**src/rtl/ps2_host_tx.sv**
```systemverilog
// PS/2 host-to-device transmitter. It inhibits the clock, requests to send, shifts out an
// 11-bit frame on device clock falls, then checks the device ACK.
module ps2_host_tx #(
    parameter int INHIBIT_CYCLES = 5000,
    parameter int TIMEOUT_CYCLES = 1000000
) (
    input  logic       clk,
    input  logic       rst,
    input  logic [7:0] txData,
    input  logic       txStart,
    output logic       busy,
    output logic       done,
    output logic       error,
    output logic       rxInhibit,
    input  logic       ps2ClkIn,
    input  logic       ps2DataIn,
    output logic       ps2ClkDrive,
    output logic       ps2DataDrive
);
    localparam int IW = $clog2(INHIBIT_CYCLES + 1);
    localparam int TW = $clog2(TIMEOUT_CYCLES + 1);
    localparam logic [IW-1:0] INH_LAST = IW'(INHIBIT_CYCLES - 1);
    localparam logic [TW-1:0] TO_LAST  = TW'(TIMEOUT_CYCLES - 1);

    typedef enum logic [2:0] {IDLE, INHIBIT, REQ, SEND, ACK, WAITIDLE, ERR} state_t;

    state_t          state, state_n;
    logic            clk_meta, clk_sync, clk_prev;
    logic            data_meta, data_sync;
    logic [9:0]      frame;
    logic [3:0]      bit_cnt;
    logic [IW-1:0]   inh_cnt;
    logic [TW-1:0]   to_cnt;
    logic            data_drv;
    logic            fall, timeout, watch;

    assign fall    = clk_prev & ~clk_sync;
    assign timeout = (to_cnt == TO_LAST);
    assign watch   = (state == REQ) || (state == SEND) || (state == ACK) || (state == WAITIDLE);

    always_ff @(posedge clk) begin
        if (!rst) state <= IDLE;
        else      state <= state_n;
    end

    // A fall takes priority over a timeout that would expire in the same cycle.
    always_comb begin
        state_n = state;
        case (state)
            IDLE:     if (txStart) state_n = INHIBIT;
            INHIBIT:  if (inh_cnt == INH_LAST) state_n = REQ;
            REQ: begin
                if (fall)         state_n = SEND;
                else if (timeout) state_n = ERR;
            end
            SEND: begin
                if (fall) begin
                    if (bit_cnt == 4'd9) state_n = ACK;
                end else if (timeout) begin
                    state_n = ERR;
                end
            end
            ACK: begin
                if (fall)         state_n = data_sync ? ERR : WAITIDLE;
                else if (timeout) state_n = ERR;
            end
            WAITIDLE: begin
                if (clk_sync && data_sync) state_n = IDLE;
                else if (timeout)          state_n = ERR;
            end
            ERR:      state_n = IDLE;
            default:  state_n = IDLE;
        endcase
    end

    always_comb begin
        busy         = (state != IDLE);
        rxInhibit    = busy;
        ps2ClkDrive  = (state == INHIBIT);
        ps2DataDrive = data_drv;
    end

    always_ff @(posedge clk) begin
        if (!rst) begin
            clk_meta  <= 1'b1;
            clk_sync  <= 1'b1;
            clk_prev  <= 1'b1;
            data_meta <= 1'b1;
            data_sync <= 1'b1;
            frame     <= '0;
            bit_cnt   <= '0;
            inh_cnt   <= '0;
            to_cnt    <= '0;
            data_drv  <= 1'b0;
            done      <= 1'b0;
            error     <= 1'b0;
        end else begin
            clk_meta  <= ps2ClkIn;
            clk_sync  <= clk_meta;
            clk_prev  <= clk_sync;
            data_meta <= ps2DataIn;
            data_sync <= data_meta;

            // Pulses land in the first IDLE cycle, so busy is already low.
            done  <= (state == WAITIDLE) && (state_n == IDLE);
            error <= (state == ERR);

            inh_cnt <= (state == INHIBIT) ? inh_cnt + 1'b1 : '0;

            if (!watch || fall)  to_cnt <= '0;
            else if (!timeout)   to_cnt <= to_cnt + 1'b1;

            case (state)
                IDLE: begin
                    if (txStart) begin
                        frame   <= {1'b1, ~^txData, txData};
                        bit_cnt <= '0;
                    end
                end
                INHIBIT: if (state_n == REQ) data_drv <= 1'b1;
                SEND: begin
                    if (fall) begin
                        data_drv <= ~frame[0];
                        frame    <= {1'b0, frame[9:1]};
                        bit_cnt  <= bit_cnt + 1'b1;
                    end
                end
                default: ;
            endcase

            if (state_n == ERR || state_n == IDLE) data_drv <= 1'b0;
        end
    end
endmodule

```
**config.mk**
```make
export PLATFORM = sky130hd
export DESIGN_NAME = ps2_host_tx
export DESIGN_NICKNAME = d
export VERILOG_FILES = /design/src/rtl/ps2_host_tx.sv
export SDC_FILE = /design/constraint.sdc
export NUM_CORES = 1
export LEC_CHECK = 0
export ABC_AREA = 1
export CAP_MARGIN = 20
export CORE_MARGIN = 3
export CORE_UTILIZATION = 45
export CTS_CLUSTER_SIZE = 12
export DETAILED_ROUTE_END_ITERATION = 12
export PLACE_DENSITY_LB_ADDON = 0.25
export SYNTH_ARGS = -nofsm -noshare
export SYNTH_HDL_FRONTEND = slang
export SYNTH_SLANG_ARGS = --single-unit
export TNS_END_PERCENT = 5
```
**constraint.sdc**
```tcl
create_clock -name clk -period 1.9 [get_ports clk]
set_input_delay 0.475 -clock clk [delete_from_list [all_inputs] [get_ports clk]]
set_output_delay 0.475 -clock clk [all_outputs]
set_load 0.05 [all_outputs]
```
Word-level counts from Yosys, hierarchy flattened
Index checks and enable logic that the tools add are counted.
Word-level totals
  register bits: 58
  latch bits: 0
  RAM bits: 0
  bits in read-only memories: 0
  input bits: 13
  output and inout bits: 6
  logic and storage cells: 72
  memories: 0
Cells by class
  $add $sub $neg: 3
  $mul: 0
  divide/modulo/power cells: 0
  order comparisons: 0
  equal/unequal tests: 14
  shift-type cells: 0
  mux-type cells: 19
  bitwise logic cells: 4
  reductions and logical operators: 19
Operators with widths (number)
  $mux W3: 8
  $add A20 B1 Y20 const B: 1
  $eq A20 B20 Y1 const B: 1
  $mux W10: 2
  $pmux W10 S2: 1
  $pmux W3 S6: 1
  $add A13 B1 Y13 const B: 1
  $eq A13 B13 Y1 const B: 1
  $eq A3 B3 Y1 const B: 4
  $eq A3 B2 Y1 const B: 3
  $mux W4: 2
  $pmux W4 S2: 1
  $reduce_xnor A8 Y1: 1
  $logic_not A3 Y1: 2
  $reduce_and A3 Y1: 2
  $logic_or A1 B1 Y1: 5
  $add A4 B1 Y4 const B: 1
  $eq A4 B4 Y1 const B: 1
  $ne A2 B2 Y1 const B: 2
  $reduce_bool A2 Y1: 2
  $reduce_or A2 Y1: 2
  $eq A3 B1 Y1 const B: 1
  $not A1 Y1: 3
  $reduce_bool A3 Y1: 1
  other kinds (8): 10

Depth between registers and ports, before layout
Gate-level depths: netlist of the first run.
  word-level depth: 7
  gate-level depth with buffers: 14
  gate-level depth less buffers: 14

Worst setup path before layout of the first run
OpenSTA, ideal clock, no wires.
  path kind: flip-flop to flip-flop
  start point: register state[2]
  end point: register data_drv, in the netlist ps2DataDrive
  library setup time: 115 ps
  data arrival time: 1886 ps
  data required time: 1785 ps
  path slack: -101 ps
  cell stages (with the launch flop): 11
  path buffers: 0
  clock period less this slack: 2001 ps
  cells stage by stage: dfxtp_1 inv_1 nand2_2 nor2_1 nand4_1 o21ai_2 nor2_1 nor2_1 nand2_1 nand3_1 nor2_1
On the way
  elaborated cells on any way between the ends: 25
  classes of those cells: 9 x eq/ne; 10 x mux; 6 x reduce/logical
RTL lines
  start: declaration: RTL line 27  | state_t state, state_n;
  start signal: assignment: RTL line 43  | else state <= state_n;
  $eq A3 B1 Y1 *
  named net ps2ClkDrive: RTL line 17  | output logic ps2ClkDrive,
  $pmux W3 S6: RTL line 49  | case (state)
  $eq A3 B2 Y1, or another cell as far along: RTL line 120  | INHIBIT: if (state_n == REQ) data_drv <= 1'b1;
  $ne A2 B1 Y1 (no source line) or $logic_or A1 B1 Y1 (tied branches)
  $reduce_and A3 Y1 (no source line) or $reduce_or A2 Y1 (tied branches)
  end signal: assignment: RTL line 123  | data_drv <= ~frame[0];
  end: declaration: RTL line 34  | logic data_drv;
The timed path passes the listed nets; every way through them passes the cells marked *.
A chain may end at the register's enable or synchronous reset.

Final worst setup path of the first run
  start point: register state[2]
  end point: output ps2ClkDrive
On the way
  cells in the longest elaborated chain, start to end: 1
RTL lines
  $eq A3 B1 Y1: RTL line 79  | ps2ClkDrive = (state == INHIBIT);
  end: declaration: RTL line 17
No other way between the ends.

==> results of run 1 <==
==> cell usage after synthesis, drive strengths merged <==
cell type / count
xnor2: 6
o211a: 1
nor4: 3
nand2: 86
nand4: 7
nor3: 19
clkbuf: 4
dfxtp: 58
ha: 4
nor2: 51
a21oi: 37
nor3b: 3
nand3: 16
a31oi: 9
clkinv: 1
buf: 4
o21ai: 25
xor2: 3
or2: 11
inv: 59
and3: 1
a211oi: 1
==> worst max-delay path, delay by kind of cell (launching register included) <==
| kind | cells | cell delay [ps] |
|---|---|---|
| buffers and inverters | 2 | 320 |
| flip-flops | 1 | 320 |
| AND/OR/NAND/NOR | 2 | 340 |
==> metal layers <==
layer | part of all wire | routed length (um) | up-vias | track usage
met3 | 0.030 | 175 | 12 | 0.03517
met5 | 0 | 0 | - | 0
met4 | 0.023 | 135 | 0 | 0.09915
met1 | 0.50 | 2894 | 1161 | 0.2103
li1 | - | - | 1393 | -
met2 | 0.45 | 2600 | 35 | 0.2831
==> cells by family (layout without fill, tap and decap cells) <==
group	Yosys count	in the layout	share of synthesized area
fa+ha+maj	4	4	0.01730
flops	58	58	0.4014
xor+xnor	9	9	0.02725
compound gates	73	73	0.1341
simple gates	197	197	0.3253
buf+inv	68	106	0.09472
==> worst max path at each step <==
stage	startpoint	end	slack, ps
after floorplan	state[2]	bit_cnt[1]	130
after global placement	txStart	frame[4]	80
after detailed placement	txStart	frame[5]	50
after CTS	state[2]	ps2ClkDrive	90
after global routing	bit_cnt[1]	ps2DataDrive	-6
final	state[2]	ps2ClkDrive	110
==> what timing repair did <==
| action | 4_1_cts | 5_1_grt |
|---|---|---|
| buffers inserted | 0 | 0 |
| endpoints found under the setup margin | 0 | 8 |
| gates resized for setup | 0 | 9 |
==> layout by cell type, fill, tap and decap left out, types with 2 or more instances in the layout <==
master,count
xor2_1,3
clkbuf_8,11
nor2_1,40
clkdlybuf4s50_1,12
nor4_1,3
dfxtp_1,58
nand2_2,3
o21ai_0,24
inv_1,54
buf_12,3
inv_2,5
a31oi_1,9
nand3_4,2
nand3_1,13
nor2_2,6
or2_2,10
xnor2_1,6
nor3_2,4
buf_4,15
ha_1,2
nor3_1,14
nand2_1,83
a21oi_1,37
nand4_1,7
clkinv_2,3
nor3b_1,3
ha_2,2
nor2_4,5
==> final cells by class <==
type                            instances  share of cell area
Multi-Input combinational cell        283              0.4302
Sequential cell                        58              0.3347
Timing Repair Buffer                   30             0.08439
Inverter                               60             0.06491
Clock buffer                           11             0.04363
Tap cell                               75             0.02705
Clock inverter                          5             0.01515
==> power by group through the flow <==
stage                     clock (uW)  sequential [uW]  combinational, uW
final                           1160             1260                216
after global routing            1220             1270                242
after CTS                       1180             1260                218
after detailed placement           0             1290                217
after global placement             0             1290                213
after floorplan                    0             1290                135
==> per-stage QoR <==
stage	setup TNS, ps	setup WS (ps)	total power [uW]	cells	util
6_report	0	109.3	2638	522	0.5725
3_5_place_dp	0	49.91	1509	506	0.5334
4_1_cts	0	90.26	2666	522	0.5671
5_1_grt	-6.089	-6.089	2732	522	0.5725
3_3_place_gp	0	81.39	1505	506	0.5334
2_1_floorplan	0	131.6	1422	409	-
==> flip-flops by register name, summed over array words and instances (netlist names), 3 cells and up <==
register	cells
frame	10
inh_cnt	13
bit_cnt	4
to_cnt	20
state	3
==> summary.txt, run 1 <==
Synthesis
  • Synth warnings: 0
  • Synthesized cell area: 2893 sq um
  • Largest area contributor in the netlist: dfxtp_1
  • Post-Syn Nets: 426
  • Synth cell types: 33
  • Register area share after synthesis: 0.4014
  • Share of the synthesized area in the top cell type: 0.4014
  • Avg Cell Area, Syn: 7.073 sq um
  • Synth Instances: 409
  • Synth area leaders: dfxtp_1 (40%), nand2_1 (11%), inv_1 (7.0%)
  • FF+latch count, synth: 58

Timing
  • RSZ-0062 raised after global routing: true
  • Slew margin rel.: 0.7488
  • Fmax: 558.4 MHz
  • Final hold vios: 0
  • Clock skew: 9.069 ps
  • Min cycle time layout: 1791 ps
  • Slew @ Worst Pin: 373.4 ps
  • Period Utilization, post-route: 0.9425
  • Worst hold slack: 419.5 ps
  • Max-slew violations: 0
  • Setup violations, final: 0

Floorplan
  • Boundary Pins: 19
  • Die Height: 86.18 um
  • Die W: 86.18 um
  • Core area: 6061 sq um
  • Row cnt: 28
  • Die area: 7426 sq um
  • Initial Util: 0.4773

Clock tree
  • CTS hold repair buffers: 0
  • CTS buffer count: 9
  • CTS Buffer Depth: 2
  • Clk Latency, worst-skew pair: 340 ps
  • CTS H-tree depth: 3
  • TritonCTS clock tree: yes
  • Clock transition at path regs: 70 ps
  • Root Driver: clkbuf_8
  • CTS Sinks: 58

Worst setup path
  • Worst-path fanout max: 5
  • Largest stage delay, worst path: 320 ps
  • FF-to-FF End: ps2DataDrive
  • Startpoint types: register
  • Cell Chain, Critical Path: inv_1 > nand2_2 > nor2_2 > buf_12
  • Slowest CP cell: dfxtp_1
  • Worst reg2reg path depth: 14
  • RR Startpoint: bit_cnt[1]
  • R2R Setup Slk: 150 ps
  • Critical Path RT: 1420 ps
  • Crit path kind: register to output pin
  • Arr. time, crit path: 1320 ps
  • Critical Path End Type: output pin

Global routing
  • Initial antenna violation count: 0
  • GRT Residual Overflow: 0
  • Number of global-route vias before repair: 2470
  • GRT Util Overall: 0.1727
  • Largest net degree at the start of global routing: 15
  • First-pass GRT wire length: 10280 um

Finish
  • P&R area growth vs syn: 19.94%
  • Register area: 1161 sq um
  • Final nets: 459
  • Filler cell count: 584
  • Ant. Diodes: 0
  • Design Area, Final: 3470 sq um
  • Layout cells sized above 1: 0.1655
  • Multi-input gate area: 1493 sq um

Detailed routing
  • Wirelength per Cell: 11.12 um
  • Residual DRC: 0
  • Via count: 2601
  • Via density: 4.983
  • WL final: 5806 um
  • Detailed Route Iter0 Violations: 113
  • Antenna Nets Post-Route: 0
  • Pre-Repair DR Iteration Count: 4

Flow run
  • Max Cap Viol: 0

Place
  • Routability cong.: 0.9053
  • Post-DP HPWL: 4429 um
  • DP Area: 3233 sq um
  • Port buffer count: 18

Pwr
  • Clock Power Share: 0.438
  • Net switching power: 617.8 uW
  • Seq pwr share: 0.480
  • Switching share of total power: 0.2342
  • Cell internal pwr: 2020 uW
  • Combinational power share: 0.082
  • P_leak: 0.001326 uW
  • Pwr dens: 760.2 nW/um^2
  • Max VDD drop: 0.3914 mV

Run status
  • Run status: finished clean

Hold path
  • Min-Delay Path Depth: 1
  • HP Class: register to register
  • Hold Path Origin: clk_meta
  • WHS Endpoint: clk_sync
No activity file was read; power rests on OpenSTA's default activity.
==> run 2: changes to the inputs <==
--- a/config.mk
+++ b/config.mk
@@ -8,7 +8,7 @@
 export ABC_AREA = 1
 export CAP_MARGIN = 20
 export CORE_MARGIN = 3
-export CORE_UTILIZATION = 45
+export CORE_UTILIZATION = 30
 export CTS_CLUSTER_SIZE = 12
 export DETAILED_ROUTE_END_ITERATION = 12
 export PLACE_DENSITY_LB_ADDON = 0.25
==> run 2 against run 1 <==
Sequential cell count is the same. Worst setup slack gained 30 ps. Cell area rose by 2.9%. Clock skew up 4.8 ps. Sequential share of layout area decreased by 0.88 points. Via count increased by 1.1%. First-iteration DRC count shrank 15%. Critical path type unchanged. Routed wire length up 7.6%. Clock-buffer cell count fell by 1. Combinational power is essentially flat. Critical path depth is the same.
==> summary.txt, run 2 (synthesized netlist as in run 1, its figures left out) <==
Run status
  • Run status: finished clean

Global routing
  • GRT Residual Overflow: 0
  • GRT Util Overall: 0.1233
  • Met2 GRT Util: 0.1959
  • Global routing usage on met1: 0.1532
  • Grt peak-use layer: met2
  • Initial antenna violation count: 0
  • First-pass GRT wire length: 10930 um
  • M3 GR Usage: 0.04655
  • Largest net degree at the start of global routing: 15
  • Number of global-route vias before repair: 2522

Clock tree
  • CTS buffer count: 9
  • Total setup buffers inserted after CTS: 0
  • Clock transition at path regs: 60 ps
  • Root Driver: clkbuf_8
  • TritonCTS clock tree: yes
  • CTS H-tree depth: 3
  • CTS Buffer Depth: 2
  • Clk Latency, worst-skew pair: 340 ps
  • CTS Sinks: 58

Detailed routing
  • Pre-Repair DR Iteration Count: 4
  • Antenna Nets Post-Route: 0
  • Via count: 2629
  • Via density: 4.564
  • Wirelength per Cell: 10.85 um
  • Detailed Route Iter0 Violations: 96
  • Residual DRC: 0
  • WL final: 6250 um

Worst setup path
  • Critical Path End Type: output pin
  • Arr. time, crit path: 1290 ps
  • Worst reg2reg path depth: 12
  • Startpoint types: register
  • FF-to-FF End: ps2DataDrive
  • RR Startpoint: to_cnt[0]
  • Critical Path RT: 1420 ps
  • Crit path kind: register to output pin
  • Worst-path fanout max: 5
  • R2R Setup Slk: 180 ps

Timing
  • Final setup margin: 139.3 ps
  • Worst hold slack: 413.3 ps
  • Min cycle time layout: 1761 ps
  • Clock skew: 13.90 ps
  • Max-slew violations: 0
  • Slew @ Worst Pin: 409.4 ps
  • RSZ-0062 raised after global routing: true
  • Final hold vios: 0
  • Setup violations, final: 0
  • Period Utilization, post-route: 0.9267
  • Fmax: 568.0 MHz
  • Slew margin rel.: 0.7265

Finish
  • Ant. Diodes: 0
  • P&R area growth vs syn: 23.44%
  • Commonest non-fill, non-tap cell in the layout: nand2_1
  • Commonest non-fill, non-tap cells in the layout: nand2_1 (82), dfxtp_1 (56), inv_1 (54)
  • Max FFs per register: 20
  • Top flop regs: to_cnt: 20 flops, inh_cnt: 13 flops, frame: 10 flops
  • Most flops, register: to_cnt
  • Final nets: 459
  • Layout cells sized above 1: 0.1700

Floorplan
  • Boundary Pins: 19
  • Die area: 10860 sq um
  • Initial Util: 0.3116
  • Die W: 104.2 um
  • Core area: 9284 sq um
  • Die Height: 104.2 um
  • Row cnt: 35

Pwr
  • Pwr dens: 778.9 nW/um^2
  • Overall power: 2781 uW
  • Max VDD drop: 0.4012 mV
  • P_leak: 0.001343 uW

Hold path
  • Hold Path Origin: clk_meta
  • HP Class: register to register
  • Min-Delay Path Depth: 1
  • WHS Endpoint: clk_sync

Place
  • Port buffer count: 18
  • DP Worst Slack: 31.19 ps
  • Post-DP HPWL: 4658 um
  • Routability cong.: 0.8464

Flow run
  • Max Cap Viol: 0
==> run 2: cell types whose count changed in the layout (fill, tap and decap cells not counted), moves of 2 or more <==
cell      previous run  this run
clkinv_2             3         1
clkinv_4             0         2
dfxtp_1             58        56
dfxtp_2              0         2
ha_1                 2         4
ha_2                 2         0
==> run 2: per-stage QoR <==
stage,setup TNS [ps],util,cell area (sq um),std cells
after CTS,0,0.3801,3528,576
after global routing,-57.27,0.3846,3571,576
after global placement,0,0.3555,3301,560
final,0,0.3846,3571,576
after detailed placement,0,0.3555,3301,560
after floorplan,0,-,2895,409
==> run 2: how the worst max path moves through the flow <==
stage / from / end / slack, ps / depth (start not counted)
after floorplan: state[2] / bit_cnt[1] / 130 / 8
after global placement: rst / to_cnt[12] / 100 / 7
after detailed placement: txStart / frame[7] / 30 / 8
after CTS: state[2] / ps2ClkDrive / 20 / 4
after global routing: to_cnt[2] / to_cnt[19] / -30 / 8
final: state[2] / ps2ClkDrive / 140 / 4
==> run 2: layout make-up <==
class,count,area (sq um)
Clock inverter,6,90.09
Sequential cell,58,1164
Inverter,60,225.2
Multi-Input combinational cell,283,1500
Tap cell,129,161.4
Clock buffer,10,137.6
Timing Repair Buffer,30,292.8
Fill cell,1020,5713
==> run 2: worst max-delay path: stages (launching register included) <==
cell,delay [ps]
dfxtp_1,330
inv_1,150
nand2_2,120
nor2_4,190
buf_12,160
==> run 2: metal layers <==
layer / vias to the layer above / routed length [um]
li1: 1391 / -
met3: 6 / 264
met1: 1197 / 3020
met2: 35 / 2913
met4: 0 / 51
met5: - / 0
==> run 2: timing repair <==
| action | CTS | global route |
|---|---|---|
| endpoints found under the setup margin | 0 | 13 |
| hold buffers | 0 | 0 |
| resized for setup | 0 | 12 |
==> run 2: power breakdown <==
part | total (uW) | switching [uW] | leakage (uW) | internal, uW
Combinational | 219 | 116 | 0.000759 | 104
Clock | 1300 | 521 | 0.000112 | 776
Sequential | 1270 | 18.8 | 0.000472 | 1250
Total | 2780 | 656 | 0.00134 | 2130
==> run 3: changes to the inputs <==
--- a/config.mk
+++ b/config.mk
@@ -12,6 +12,7 @@
 export CTS_CLUSTER_SIZE = 12
 export DETAILED_ROUTE_END_ITERATION = 12
 export PLACE_DENSITY_LB_ADDON = 0.25
+export SLEW_MARGIN = 20
 export SYNTH_ARGS = -nofsm -noshare
 export SYNTH_HDL_FRONTEND = slang
 export SYNTH_SLANG_ARGS = --single-unit
==> constraint.sdc (replaced) <==
create_clock -name clk -period 2 [get_ports clk]
set_input_delay 0.5 -clock clk [delete_from_list [all_inputs] [get_ports clk]]
set_output_delay 0.5 -clock clk [all_outputs]
set_load 0.05 [all_outputs]
==> run 3 against run 2 <==
Clock skew is 3.4 ps lower. Clock-buffer cell count is 1 lower. Global-route usage is 0.62 points lower. Utilization is 0.63 points lower. Worst setup slack better by 7.7 ps. Combinational power is 6% lower. Critical path type unchanged. Largest cell class unchanged. Largest power group is now registers.
==> summary.txt, run 3 (synthesized netlist as in run 1, its figures left out) <==
Run status
  • Run status: finished clean

Finish
  • Filler cell count: 1024
  • Ant. Diodes: 0
  • Register area: 1161 sq um
  • Max FFs per register: 20
  • P&R area growth vs syn: 21.41%
  • Layout cells sized above 1: 0.1483
  • Commonest non-fill, non-tap cells in the layout: nand2_1 (83), dfxtp_1 (58), inv_1 (54)
  • Design Area, Final: 3512 sq um
  • Most flops, register: to_cnt
  • Commonest non-fill, non-tap cell in the layout: nand2_1
  • Top flop regs: to_cnt: 20 flops, inh_cnt: 13 flops, frame: 10 flops
  • Multi-input gate area: 1483 sq um
  • Final nets: 457

Clock tree
  • TritonCTS clock tree: yes
  • CTS Sinks: 58
  • CTS Buffer Depth: 2
  • CTS H-tree depth: 3
  • CTS hold repair buffers: 0
  • Root Driver: clkbuf_8
  • CTS buffer count: 9
  • Clk Latency, worst-skew pair: 340 ps
  • Clock transition at path regs: 80 ps

Floorplan
  • Die area: 10860 sq um
  • Core area: 9284 sq um
  • Boundary Pins: 19
  • Row cnt: 35
  • Initial Util: 0.3116
  • Die Height: 104.2 um
  • Die W: 104.2 um

Detailed routing
  • Residual DRC: 0
  • Pre-Repair DR Iteration Count: 4
  • Via density: 4.476
  • WL final: 6170 um
  • Detailed Route Iter0 Violations: 88
  • Antenna Nets Post-Route: 0
  • Wirelength per Cell: 10.75 um
  • Via count: 2569

Pwr
  • Seq pwr share: 0.480
  • Net switching power: 639.7 uW
  • Pwr dens: 712.6 nW/um^2
  • P_leak: 0.001318 uW
  • Combinational power share: 0.082
  • Cell internal pwr: 1863 uW
  • Max VDD drop: 0.3880 mV
  • Switching share of total power: 0.2556
  • Clock Power Share: 0.438

Worst setup path
  • Critical path depth: 4
  • Worst reg2reg path depth: 14
  • Critical Path RT: 1500 ps
  • Family with the most delay on the worst path: buffers and inverters
  • RR Startpoint: bit_cnt[1]
  • Crit path kind: register to output pin
  • Critical Path End Type: output pin
  • Crit path from: state[1]
  • Largest stage delay, worst path: 370 ps
  • Cell Chain, Critical Path: inv_2 > nand3_2 > buf_4 > buf_12
  • R2R Setup Slk: 210 ps
  • Worst path bufs/invs: 3
  • Worst-path fanout max: 5
  • Crit path to: busy
  • Slowest CP cell: dfxtp_1
  • Startpoint types: register
  • FF-to-FF End: ps2DataDrive
  • Arr. time, crit path: 1350 ps

Timing
  • Clock skew: 10.51 ps
  • Max-slew violations: 0
  • Final hold vios: 0
  • Slew margin rel.: 0.6686
  • Min cycle time layout: 1853 ps
  • Slew @ Worst Pin: 499.1 ps
  • Period Utilization, post-route: 0.9265
  • Final TNS setup: 0 ps
  • Setup violations, final: 0
  • RSZ-0062 raised after global routing: false
  • Fmax: 539.7 MHz

Global routing
  • GRT Util Overall: 0.1170
  • Largest net degree at the start of global routing: 15
  • Number of global-route vias before repair: 2379
  • First-pass GRT wire length: 10470 um
  • Initial antenna violation count: 0
  • GRT Residual Overflow: 0

Flow run
  • Max Cap Viol: 0

Place
  • Port buffer count: 18
  • DP Area: 3288 sq um
  • Post-DP HPWL: 4569 um
  • Routability cong.: 0.8441

Hold path
  • HP Class: register to register
  • Hold Path Origin: data_meta
run 3: changes by cell type in the layout (fill, tap and decap cells not counted), sizes merged:
cell and delta:
buf -3, bufinv -1, clkbuf -1, clkinv -1, clkinvlp +2, dlygate4sd2 +1, inv +1
run 3: power groups by stage:
stage	Clock (uW)	Combinational [uW]	Sequential (uW)
global route	1180	225	1200
global placement	0	203	1230
detailed placement	0	204	1230
floorplan	0	128	1220
finish	1100	206	1200
CTS	1140	205	1200
run 3: through the flow:
stage	hold WS (ps)	instances	utilization	total power (uW)	worst slack, ps
after floorplan	392.5	409	-	1351	231.6
after global placement	397.3	558	0.3542	1431	163.9
after detailed placement	397.7	558	0.3542	1431	137.0
after CTS	417.4	574	0.3759	2548	25.21
after global routing	432.4	574	0.3783	2605	25.65
final	415.8	574	0.3783	2503	147.0
run 3: layer usage:
metal	GRT usage	routed length, um	up-vias
met5	0	0	-
met4	0.05223	112	0
met3	0.03662	248	8
met2	0.1838	2796	45
met1	0.1471	3013	1128
li1	-	-	1388
run 3: what timing repair did:
item                       in CTS  in global routing
cloned                          0                  0
setup endpoints to repair       1                  3
gates resized for setup         1                  4
buffers inserted                0                  0
run 3: worst min-delay path by stage:
stage / endpoint / slack (ps) / depth (start not counted)
after floorplan: clk_sync / 390 / 1
after global placement: clk_sync / 400 / 1
after detailed placement: data_sync / 400 / 1
after CTS: data_sync / 420 / 1
after global routing: data_sync / 430 / 1
final: data_sync / 420 / 1
run 3: final cells by class:
type,instances,share of cell area
Clock buffer,9,0.03527
Clock inverter,7,0.02244
Inverter,60,0.06413
Multi-Input combinational cell,283,0.4222
Sequential cell,58,0.3306
Tap cell,129,0.04596
Timing Repair Buffer,28,0.07944
